[config.mk]
export PLATFORM = sky130hd
export DESIGN_NAME = fifo_prog_sync
export DESIGN_NICKNAME = d
export VERILOG_FILES = /design/src/rtl/fifo_pkg.sv /design/src/rtl/fifo_mem_dp.sv /design/src/rtl/fifo_prog_sync.sv
export SDC_FILE = /design/constraint.sdc
export NUM_CORES = 1
export LEC_CHECK = 0
export CAP_MARGIN = 20
export CORE_UTILIZATION = 45
export CTS_BUF_LIST = sky130_fd_sc_hd__clkbuf_8
export CTS_CLUSTER_DIAMETER = 200
export DETAILED_ROUTE_END_ITERATION = 16
export HOLD_SLACK_MARGIN = 0.03
export PLACE_DENSITY = 0.66
export SETUP_SLACK_MARGIN = 0.2
export SKIP_LAST_GASP = 1
export SLEW_MARGIN = 20
export SYNTH_ARGS = -nofsm -noshare
export SYNTH_HDL_FRONTEND = slang
export SYNTH_HIERARCHICAL = 1
export SYNTH_SLANG_ARGS = --single-unit
[constraint.sdc]
create_clock -name i_clk -period 3 [get_ports i_clk]
set_clock_uncertainty 0.2 [all_clocks]
set_input_delay 0.6 -clock i_clk [delete_from_list [all_inputs] [get_ports i_clk]]
set_output_delay 0.6 -clock i_clk [all_outputs]
set_load 0.005 [all_outputs]
[src/rtl/fifo_pkg.sv]
// Shared helpers for the programmable synchronous FIFO family.
// Holds the constant-function log2 used to size buses and the pointer
// wrap function that lets the FIFO use depths that are not powers of two.
package fifo_pkg;

    // Number of bits needed to encode values 0..value-1 (at least 0).
    function automatic int unsigned clog2(input int unsigned value);
        int unsigned result;
        int unsigned rem;
        result = 32'd0;
        rem    = (value > 32'd0) ? (value - 32'd1) : 32'd0;
        for (int i = 0; i < 32; i++) begin
            if (rem != 32'd0) begin
                result = result + 32'd1;
                rem    = rem >> 1;
            end else begin
                result = result;
            end
        end
        return result;
    endfunction

    // Advance a binary pointer, wrapping from depth-1 back to 0.
    function automatic int unsigned next_ptr(input int unsigned ptr,
                                             input int unsigned depth);
        return (ptr == (depth - 32'd1)) ? 32'd0 : (ptr + 32'd1);
    endfunction

endpackage : fifo_pkg

[src/rtl/fifo_mem_dp.sv]
// Storage array for fifo_prog_sync: DEPTH x DATA_WIDTH entries with one
// synchronous write port and one asynchronous read port. The array itself
// carries no reset; validity of its contents is tracked by the controller.
module fifo_mem_dp
    import fifo_pkg::*;
#(
    parameter int unsigned DEPTH      = 16,
    parameter int unsigned DATA_WIDTH = 8,
    parameter int unsigned AW         = clog2(DEPTH)
)(
    input  logic                  i_clk,
    input  logic                  i_we,
    input  logic [AW-1:0]         i_waddr,
    input  logic [DATA_WIDTH-1:0] i_wdata,
    input  logic [AW-1:0]         i_raddr,
    output logic [DATA_WIDTH-1:0] o_rdata
);

    logic [DATA_WIDTH-1:0] mem_q [DEPTH];

    // Write the addressed entry on an accepted push.
    always_ff @(posedge i_clk) begin
        if (i_we) begin
            mem_q[i_waddr] <= i_wdata;
        end
    end

    assign o_rdata = mem_q[i_raddr];

endmodule : fifo_mem_dp

[src/rtl/fifo_prog_sync.sv]
// Single-clock FIFO with arbitrary depth, live almost-full/almost-empty
// thresholds, occupancy output and sticky overflow/underflow flags.
// FWFT=1 presents the head entry without a pop; FWFT=0 registers read data
// on each accepted pop and holds it otherwise.
// Optional build macro FIFO_WATERMARK_EN adds o_max_level, the peak
// occupancy since reset or since the last error clear.
module fifo_prog_sync
    import fifo_pkg::*;
#(
    parameter  int unsigned DEPTH      = 16,
    parameter  int unsigned DATA_WIDTH = 8,
    parameter  int unsigned FWFT       = 32'd1,
    localparam int unsigned CW         = clog2(DEPTH + 32'd1)
)(
    input  logic                  i_clk,
    input  logic                  i_rst_n,
    input  logic                  i_push,
    input  logic [DATA_WIDTH-1:0] i_data,
    input  logic                  i_pop,
    output logic [DATA_WIDTH-1:0] o_data,
    input  logic [CW-1:0]         i_afull_thr,
    input  logic [CW-1:0]         i_aempty_thr,
    input  logic                  i_clr_err,
    output logic                  o_full,
    output logic                  o_empty,
    output logic                  o_almost_full,
    output logic                  o_almost_empty,
    output logic [CW-1:0]         o_level,
    output logic                  o_overflow,
    output logic                  o_underflow
`ifdef FIFO_WATERMARK_EN
    ,
    output logic [CW-1:0]         o_max_level
`endif
);

    localparam int unsigned PW = clog2(DEPTH);

    logic [PW-1:0]         wr_ptr_q, wr_ptr_d;
    logic [PW-1:0]         rd_ptr_q, rd_ptr_d;
    logic [CW-1:0]         level_q,  level_d;
    logic                  ovf_q,    ovf_d;
    logic                  udf_q,    udf_d;
    logic                  full_s;
    logic                  empty_s;
    logic                  push_ok_s;
    logic                  pop_ok_s;
    logic [DATA_WIDTH-1:0] mem_rdata_s;

    fifo_mem_dp #(
        .DEPTH      (DEPTH),
        .DATA_WIDTH (DATA_WIDTH),
        .AW         (PW)
    ) u_mem (
        .i_clk   (i_clk),
        .i_we    (push_ok_s),
        .i_waddr (wr_ptr_q),
        .i_wdata (i_data),
        .i_raddr (rd_ptr_q),
        .o_rdata (mem_rdata_s)
    );

    // Status flags decode only from the stored level so they never depend on inputs.
    always_comb begin
        full_s         = (level_q == CW'(DEPTH));
        empty_s        = (level_q == {CW{1'b0}});
        o_almost_full  = (level_q >= i_afull_thr);
        o_almost_empty = (level_q <= i_aempty_thr);
    end

    assign o_full      = full_s;
    assign o_empty     = empty_s;
    assign o_level     = level_q;
    assign o_overflow  = ovf_q;
    assign o_underflow = udf_q;

    // Accept a pop only when data exists; a push into a full FIFO is allowed only
    // when a pop frees an entry in the same cycle.
    always_comb begin
        pop_ok_s  = i_pop & ~empty_s;
        push_ok_s = i_push & (~full_s | pop_ok_s);
    end

    // Next-state for pointers, occupancy and sticky error flags.
    always_comb begin
        if (push_ok_s) begin
            wr_ptr_d = PW'(next_ptr(32'(wr_ptr_q), DEPTH));
        end else begin
            wr_ptr_d = wr_ptr_q;
        end

        if (pop_ok_s) begin
            rd_ptr_d = PW'(next_ptr(32'(rd_ptr_q), DEPTH));
        end else begin
            rd_ptr_d = rd_ptr_q;
        end

        case ({push_ok_s, pop_ok_s})
            2'b10:   level_d = level_q + {{(CW-1){1'b0}}, 1'b1};
            2'b01:   level_d = level_q - {{(CW-1){1'b0}}, 1'b1};
            default: level_d = level_q;
        endcase

        // A new error in the same cycle as a clear must survive the clear.
        if (i_push & ~push_ok_s) begin
            ovf_d = 1'b1;
        end else if (i_clr_err) begin
            ovf_d = 1'b0;
        end else begin
            ovf_d = ovf_q;
        end

        if (i_pop & ~pop_ok_s) begin
            udf_d = 1'b1;
        end else if (i_clr_err) begin
            udf_d = 1'b0;
        end else begin
            udf_d = udf_q;
        end
    end

    // Control state registers; reset drops all contents at once.
    always_ff @(posedge i_clk or negedge i_rst_n) begin
        if (!i_rst_n) begin
            wr_ptr_q <= {PW{1'b0}};
            rd_ptr_q <= {PW{1'b0}};
            level_q  <= {CW{1'b0}};
            ovf_q    <= 1'b0;
            udf_q    <= 1'b0;
        end else begin
            wr_ptr_q <= wr_ptr_d;
            rd_ptr_q <= rd_ptr_d;
            level_q  <= level_d;
            ovf_q    <= ovf_d;
            udf_q    <= udf_d;
        end
    end

    generate
        if (FWFT != 32'd0) begin : g_show_ahead
            // Head entry is visible directly; zeros are driven while empty.
            assign o_data = empty_s ? {DATA_WIDTH{1'b0}} : mem_rdata_s;
        end else begin : g_registered
            logic [DATA_WIDTH-1:0] rdata_q, rdata_d;

            // Capture the head on each accepted pop, hold it otherwise.
            always_comb begin
                if (pop_ok_s) begin
                    rdata_d = mem_rdata_s;
                end else begin
                    rdata_d = rdata_q;
                end
            end

            // Read data register.
            always_ff @(posedge i_clk or negedge i_rst_n) begin
                if (!i_rst_n) begin
                    rdata_q <= {DATA_WIDTH{1'b0}};
                end else begin
                    rdata_q <= rdata_d;
                end
            end

            assign o_data = rdata_q;
        end
    endgenerate

`ifdef FIFO_WATERMARK_EN
    logic [CW-1:0] max_q, max_d;

    // Track the peak level; a clear restarts tracking from the present level.
    always_comb begin
        if (i_clr_err) begin
            max_d = level_q;
        end else if (level_q > max_q) begin
            max_d = level_q;
        end else begin
            max_d = max_q;
        end
    end

    // Peak level register.
    always_ff @(posedge i_clk or negedge i_rst_n) begin
        if (!i_rst_n) begin
            max_q <= {CW{1'b0}};
        end else begin
            max_q <= max_d;
        end
    end

    assign o_max_level = max_q;
`endif

endmodule : fifo_prog_sync

==> results.ini, run 1 <==
[logic_synthesis]
synth_cells = 358
synth_edf_count = 128
ys_types = 53
synth_ff_type = edfxtp_1
mappedNetlistArea_um2 = 6240
yosys_warnings = 6
ys_seq_elements = 143
ys_seq_area_share_pct = 67.6
synth.avg_cell_area_um2 = 17.4
ys_async_sr_fraction_pct = 10.5
syn_nets = 397

[global_route]
overflow = 0
first_global_vias = 3665
grtUsageTotal_pct = 19.7
grt_max_degree = 26
antenna_found_initial = 0
grt_pass1_wl_um = 20300

[layout]
mostFrequentLayoutCells = edfxtp_1 (128), buf_4 (46), clkdlybuf4s50_1 (27), mux4_2 (27), nor2_1 (20)
drive_above_1_share_pct = 35.0
insertedDiodeCount = 0
fin_cells = 659
area_growth_pct = 26.4
nNetsFinal = 509
layout_commonest_cell = edfxtp_1

[cts]
hold_buffers = 0
clk_pin_slew_worst_paths_ns = 0.07
cts-buffers-inserted = 17
clk_latency_ns = 0.44
cts_tree = done
cts_root_buf = clkbuf_8
cts_buffer_depth = 2
clock-sinks = 143
cts_htree_levels = 4

[power]
p_leak_nw = 2.86
combinationalPowerShare_pct = 43.3
p_sw_share_pct = 32.6
cellInternalPower_mw = 4.99
ir_worst_vdd_mv = 0.311
clockPowerShare_pct = 21.5
power_density_nw_per_um2 = 938
power.switching_mw = 2.41
p_seq_share_pct = 35.3

[min_path]
hold_path_class = reg2reg
whs_path_depth = 2
worstHoldStart = o_underflow$_DFFE_PN0P_
whs_endpoint = o_underflow$_DFFE_PN0P_

[placement]
place_congestion = 0.800
dp_hpwl_um = 8190
placedCellCount = 597
place_ws_ns = -0.264
portBuffers = 41

[sta]
tightest_slew_ns = 0.737
fin_crit_sh_pct = 105
drv_slew = 0
setup_ws_ns = -0.161
setup_viol_count_final = 8
rsz0062_at_grt = yes
tns_ns = -0.769
fin_crit_ns = 3.16
relSlewSlack_pct = 50.7
whs_ns = 0.315
hold_violations = 0
fmax_ghz = 0.316

[critical_path]
reg2reg_from = o_level[1]$_DFFE_PN0P_
critPathCaptureType = output pin
reg2reg_slack_ns = 0.23
worstPathArrival_ns = 2.36
path_cells = buf_12 > buf_16 > buf_6 > mux4_2 > a22oi_2 > nand2_2 > nor2b_1 > buf_2
r2r_cells = 9
startpoint_type = flip-flop
crit_fanout = 6
path_delay_family = multiplexers
max_stage_delay_ns = 0.52
critPathBufInv = 4
slowest_stage = mux4_2
crit_required_ns = 2.20
rr_endpoint = o_level[2]$_DFFE_PN0P_
crit_type = reg2out

[routing]
drc_errors = 0
vias = 3648
vias_per_cell = 5.54
drt-initial-drc-count = 263
wl_per_cell_um = 20.3
ant_nets = 0
firstDrtPassIters = 5
routed_wl_um = 13400

[floorplan]
ioPinCount = 42
start_util_pct = 46.6
fp.dieW_um = 120
dieArea_um2 = 14400
die_h_um = 120
rows = 42
core_area_um2 = 13400

[status]
violations = negative setup slack
status = finished, violations left

[job]
drv_cap = 0

==> cells by family after synthesis <==
kind of cell | count (synthesis) | synth area share, %
simple gates | 70 | 5.67
compound gates | 57 | 6.59
fa+ha+maj | 16 | 3.33
buf+inv | 29 | 2.60
flops | 143 | 67.6
xor+xnor | 5 | 0.701
mux | 38 | 13.5
==> worst max-delay path by stage <==
stage                                  startpoint                      to  slack [ns]  cells past startpoint
final                     rd_ptr_q[0]$_DFFE_PN0P_               o_data[4]       -0.16                      8
after global routing      rd_ptr_q[0]$_DFFE_PN0P_               o_data[4]       -0.24                      8
after CTS                 rd_ptr_q[0]$_DFFE_PN0P_               o_data[4]       -0.17                      8
after detailed placement          i_aempty_thr[1]          o_almost_empty       -0.26                      8
after global placement            i_aempty_thr[1]          o_almost_empty       -0.20                      8
after floorplan            o_level[1]$_DFFE_PN0P_  o_level[2]$_DFFE_PN0P_        0.20                      9
==> flip-flops by register name (all words and copies together), names as in the netlist <==
signal,count
u_mem/mem_q,128
wr_ptr_q,4
o_overflow,1
rd_ptr_q,4
o_underflow,1
o_level,5
==> cell usage after synthesis (all sizes together) (3+ instances only) <==
library cell	number	area (um^2)
inv	14	52.6
nand2	15	56.3
xnor2	3	26.3
nand4	3	18.8
a21o	5	37.5
nor2	22	85.1
o21ai	9	56.3
nor3	4	20.0
buf	9	68.8
a22oi	17	128
dfrtp	15	375
mux2	4	52.6
ha	15	188
nor2b	10	62.6
clkbuf	3	11.3
mux4	32	773
nand2b	6	37.5
edfxtp	128	3840
o21a	3	30.0
clkdlybuf4s25	3	30.0
a21oi	7	35.0
==> power groups by stage <==
stage	registers [mW]	logic, mW	clock network [mW]
6_report	2.61	3.20	1.59
5_1_grt	2.65	3.44	1.70
2_1_floorplan	2.64	1.58	0
3_3_place_gp	2.62	2.60	0
3_5_place_dp	2.63	2.65	0
4_1_cts	2.61	3.09	1.61
==> routing by layer <==
metal | share of wire (%) | GRT usage [%]
met5 | 0 | 0
met4 | 1.5 | 8.13
met3 | 6.7 | 4.42
met2 | 48 | 29.3
met1 | 44 | 28.1
==> layout make-up <==
| type | count | area (um^2) |
|---|---|---|
| repair buffers | 108 | 1010 |
| multi-input cells | 186 | 1970 |
| fillers | 1027 | 5510 |
| inverters | 14 | 57.6 |
| clock buffers | 17 | 234 |
| well taps | 176 | 220 |
| flip-flops and latches | 143 | 4220 |
| clock inverters | 15 | 180 |
==> through the flow <==
| step | utilization, % | instance area, um^2 | total power, mW |
|---|---|---|---|
| 2_1_floorplan | - | 6250 | 4.22 |
| 3_3_place_gp | 52.9 | 7080 | 5.22 |
| 3_5_place_dp | 52.9 | 7080 | 5.28 |
| 4_1_cts | 58.1 | 7790 | 7.31 |
| 5_1_grt | 58.9 | 7900 | 7.79 |
| 6_report | 58.9 | 7900 | 7.41 |
==> repair_timing <==
item | in CTS | in global routing
pin swaps | 25 | 20
setup endpoints to repair | 13 | 12
buffers inserted | 24 | 4
cloned | 2 | 0
gates resized for setup | 79 | 21
==> worst reg2reg max path, delay by kind of cell, from the launching register on <==
| kind | cells | cell delay (ns) |
|---|---|---|
| AND/OR/NAND/NOR | 2 | 0.62 |
| adder cells (fa/ha/maj) | 1 | 0.42 |
| multiplexers | 1 | 0.28 |
| AO/OA/AOI/OAI | 3 | 0.37 |
| flip-flops | 1 | 0.42 |
| XOR/XNOR | 1 | 0.21 |
| buffers and inverters | 1 | 0.15 |
(Power assumes the default switching activity.)
==> run 2, diff against run 1 <==
- SETUP_SLACK_MARGIN: 0.2 -> not set
==> run 2 against run 1 <==
The flow still finishes with violations (negative setup slack). Count of clock-buffer cells in the layout did not move. Sequential power barely moved. Final cell count fell by 0.61%. Fmax rose by 3.0%. Worst hold slack improved by 0.015 ns. Non-clock buffer count fell by 4. Worst setup slack improved by 0.091 ns. Die area did not move. Clock power rose by 7%. Combinational power fell by 4%. Sequential cell count did not move.
==> results.ini, run 2 (synthesized netlist as in run 1, its figures left out) <==
[placement]
place_congestion = 0.763  ; -4.6%
portBuffers = 41  ; unchanged
place_ws_ns = -0.256  ; +0.00744 ns
dp_hpwl_um = 8300  ; +1.4%
dpl_cell_area_um2 = 7060  ; -0.34%

[min_path]
whs_path_depth = 2  ; unchanged
worstHoldStart = o_overflow$_DFFE_PN0P_
whs_endpoint = o_overflow$_DFFE_PN0P_
hold_path_class = reg2reg

[floorplan]
dieArea_um2 = 14400  ; unchanged
rows = 42  ; unchanged
ioPinCount = 42  ; unchanged
die_h_um = 120  ; unchanged
fp.dieW_um = 120  ; unchanged
core_area_um2 = 13400  ; unchanged
start_util_pct = 46.6  ; unchanged

[cts]
cts_buffer_depth = 2  ; unchanged
clock-sinks = 143  ; unchanged
cts_tree = done
cts_htree_levels = 4  ; unchanged
cts-buffers-inserted = 17  ; unchanged
clk_pin_slew_worst_paths_ns = 0.08  ; about the same
hold_buffers = 0  ; unchanged
cts_root_buf = clkbuf_8
clk_latency_ns = 0.43  ; about the same

[layout]
top_register = u_mem/mem_q
layout_commonest_cell = edfxtp_1
largest_reg_flops = 128  ; unchanged
insertedDiodeCount = 0  ; unchanged
nNetsFinal = 505  ; -0.79%
fill_cells = 1009  ; -1.8%
mostFrequentLayoutCells = edfxtp_1 (128), buf_4 (48), mux4_2 (32)
design_area_um2 = 7800  ; -1.2%
drive_above_1_share_pct = 34.0  ; -0.96 points
area_growth_pct = 25.0

[sta]
fin_crit_sh_pct = 102  ; -3.0 points
fmax_ghz = 0.326  ; +3.0%
rsz0062_at_grt = yes
fin_crit_ns = 3.07  ; -0.0914 ns
setup_viol_count_final = 8  ; unchanged
tightest_slew_ns = 0.713  ; -0.0232 ns
hold_violations = 0  ; unchanged
setup_ws_ns = -0.0697  ; +0.0914 ns
drv_slew = 0  ; unchanged
relSlewSlack_pct = 52.3  ; +1.6 points

[routing]
ant_nets = 0  ; unchanged
vias_per_cell = 5.46  ; -1.4%
drc_errors = 0  ; unchanged
vias = 3575  ; -2.0%
firstDrtPassIters = 5  ; unchanged
drt-initial-drc-count = 255  ; -3.0%
routed_wl_um = 12800  ; -4.4%
wl_per_cell_um = 19.5  ; -3.8%

[power]
power_density_nw_per_um2 = 948  ; +1.1%
ir_worst_vdd_mv = 0.325  ; +4.5%
p_leak_nw = 2.79  ; -2.2%
fin_total_pwr_mw = 7.40  ; -0.11%

[job]
drv_cap = 0  ; unchanged

[critical_path]
startpoint_type = flip-flop
crit_required_ns = 2.20  ; about the same
reg2reg_from = o_level[1]$_DFFE_PN0P_
crit_fanout = 6  ; unchanged
crit_type = reg2out
r2r_cells = 9  ; unchanged
critPathCaptureType = output pin
worstPathArrival_ns = 2.27  ; -0.09 ns
rr_endpoint = o_level[2]$_DFFE_PN0P_
reg2reg_slack_ns = 0.11  ; -0.12 ns

[status]
violations = negative setup slack
status = finished, violations left

[global_route]
overflow = 0  ; unchanged
antenna_found_initial = 0  ; unchanged
first_global_vias = 3634  ; -0.85%
grt_max_degree = 37  ; +42%
grtUsageTotal_pct = 19.1  ; -0.54 points
grt_pass1_wl_um = 20000  ; -1.9%

==> run 2: cell types whose count changed in the layout (fill, tap and decap cells not counted), moves of 3 or more <==
cell             delta
inv_6               -5
clkinv_1            +3
buf_2               -6
mux4_2              +5
clkdlybuf4s50_1     +4
clkbuf_2            +4
buf_6               -4
mux4_1              -5
==> run 2: layout make-up <==
cell class	count	area (um^2)	area share, %
Clock buffer	17	234	3.00
Tap cell	176	220	2.82
Sequential cell	143	4220	54.1
Clock inverter	15	216	2.77
Timing Repair Buffer	104	935	12.0
Inverter	14	55.1	0.705
Multi-Input combinational cell	186	1920	24.6
==> run 2: worst max-delay path: stages (launching register included) <==
cell and delay (ns):
dfrtp_2 0.45, buf_6 0.16, buf_6 0.10, buf_6 0.08, mux4_2 0.51, a22oi_2 0.19
nand2_2 0.09, nor2b_4 0.12, buf_2 0.12
==> run 2: routing by layer <==
metal / vias to the layer above / share of wire (%) / track usage, %
met2: 85 / 50 / 30.5
met5: - / 0 / 0
met4: 0 / 0.95 / 5.86
met1: 1836 / 44 / 26.1
met3: 12 / 5.2 / 4.80
li1: 1642 / - / -
==> run 2: how the worst max path moves through the flow <==
stage / end / slack, ns / cells after the start / startpoint
detailed placement: o_almost_empty / -0.26 / 8 / i_aempty_thr[1]
finish: o_data[2] / -0.07 / 8 / rd_ptr_q[0]$_DFFE_PN0P_
floorplan: o_level[2]$_DFFE_PN0P_ / 0.17 / 9 / o_level[1]$_DFFE_PN0P_
global placement: o_almost_empty / -0.21 / 8 / i_aempty_thr[1]
CTS: o_data[7] / -0.20 / 8 / rd_ptr_q[0]$_DFFE_PN0P_
global route: o_data[2] / -0.18 / 8 / rd_ptr_q[0]$_DFFE_PN0P_
==> run 2: per-stage QoR <==
stage	TNS, ns	std cells	utilization, %	hold slack, ns
3_3_place_gp	-0.274	594	52.7	0.301
5_1_grt	-1.24	655	58.2	0.358
2_1_floorplan	0	358	-	0.104
4_1_cts	-1.34	649	57.9	0.334
3_5_place_dp	-0.332	594	52.7	0.323
6_report	-0.309	655	58.2	0.330
==> run 2: repair_timing <==
action | in CTS | in global routing
buffers inserted | 22 | 9
endpoints found under the setup margin | 11 | 11
gates cloned | 1 | 0
endpoints found under the hold margin | 0 | 0
pin swaps | 19 | 18
resized for setup | 61 | 29
==> run 2: report_power, final <==
part	leakage (nW)	switching (mW)	total (mW)	internal [mW]
Sequential	1.34	0.200	2.63	2.43
Clock	0.219	0.716	1.70	0.987
Combinational	1.24	1.40	3.06	1.66
Total	2.79	2.32	7.40	5.08
==> run 3, diff against run 2 <==
- CTS_CLUSTER_SIZE: not set -> 24
==> results of run 3 <==
No change in the layout: final DEF, timing and power equal those of run 2.
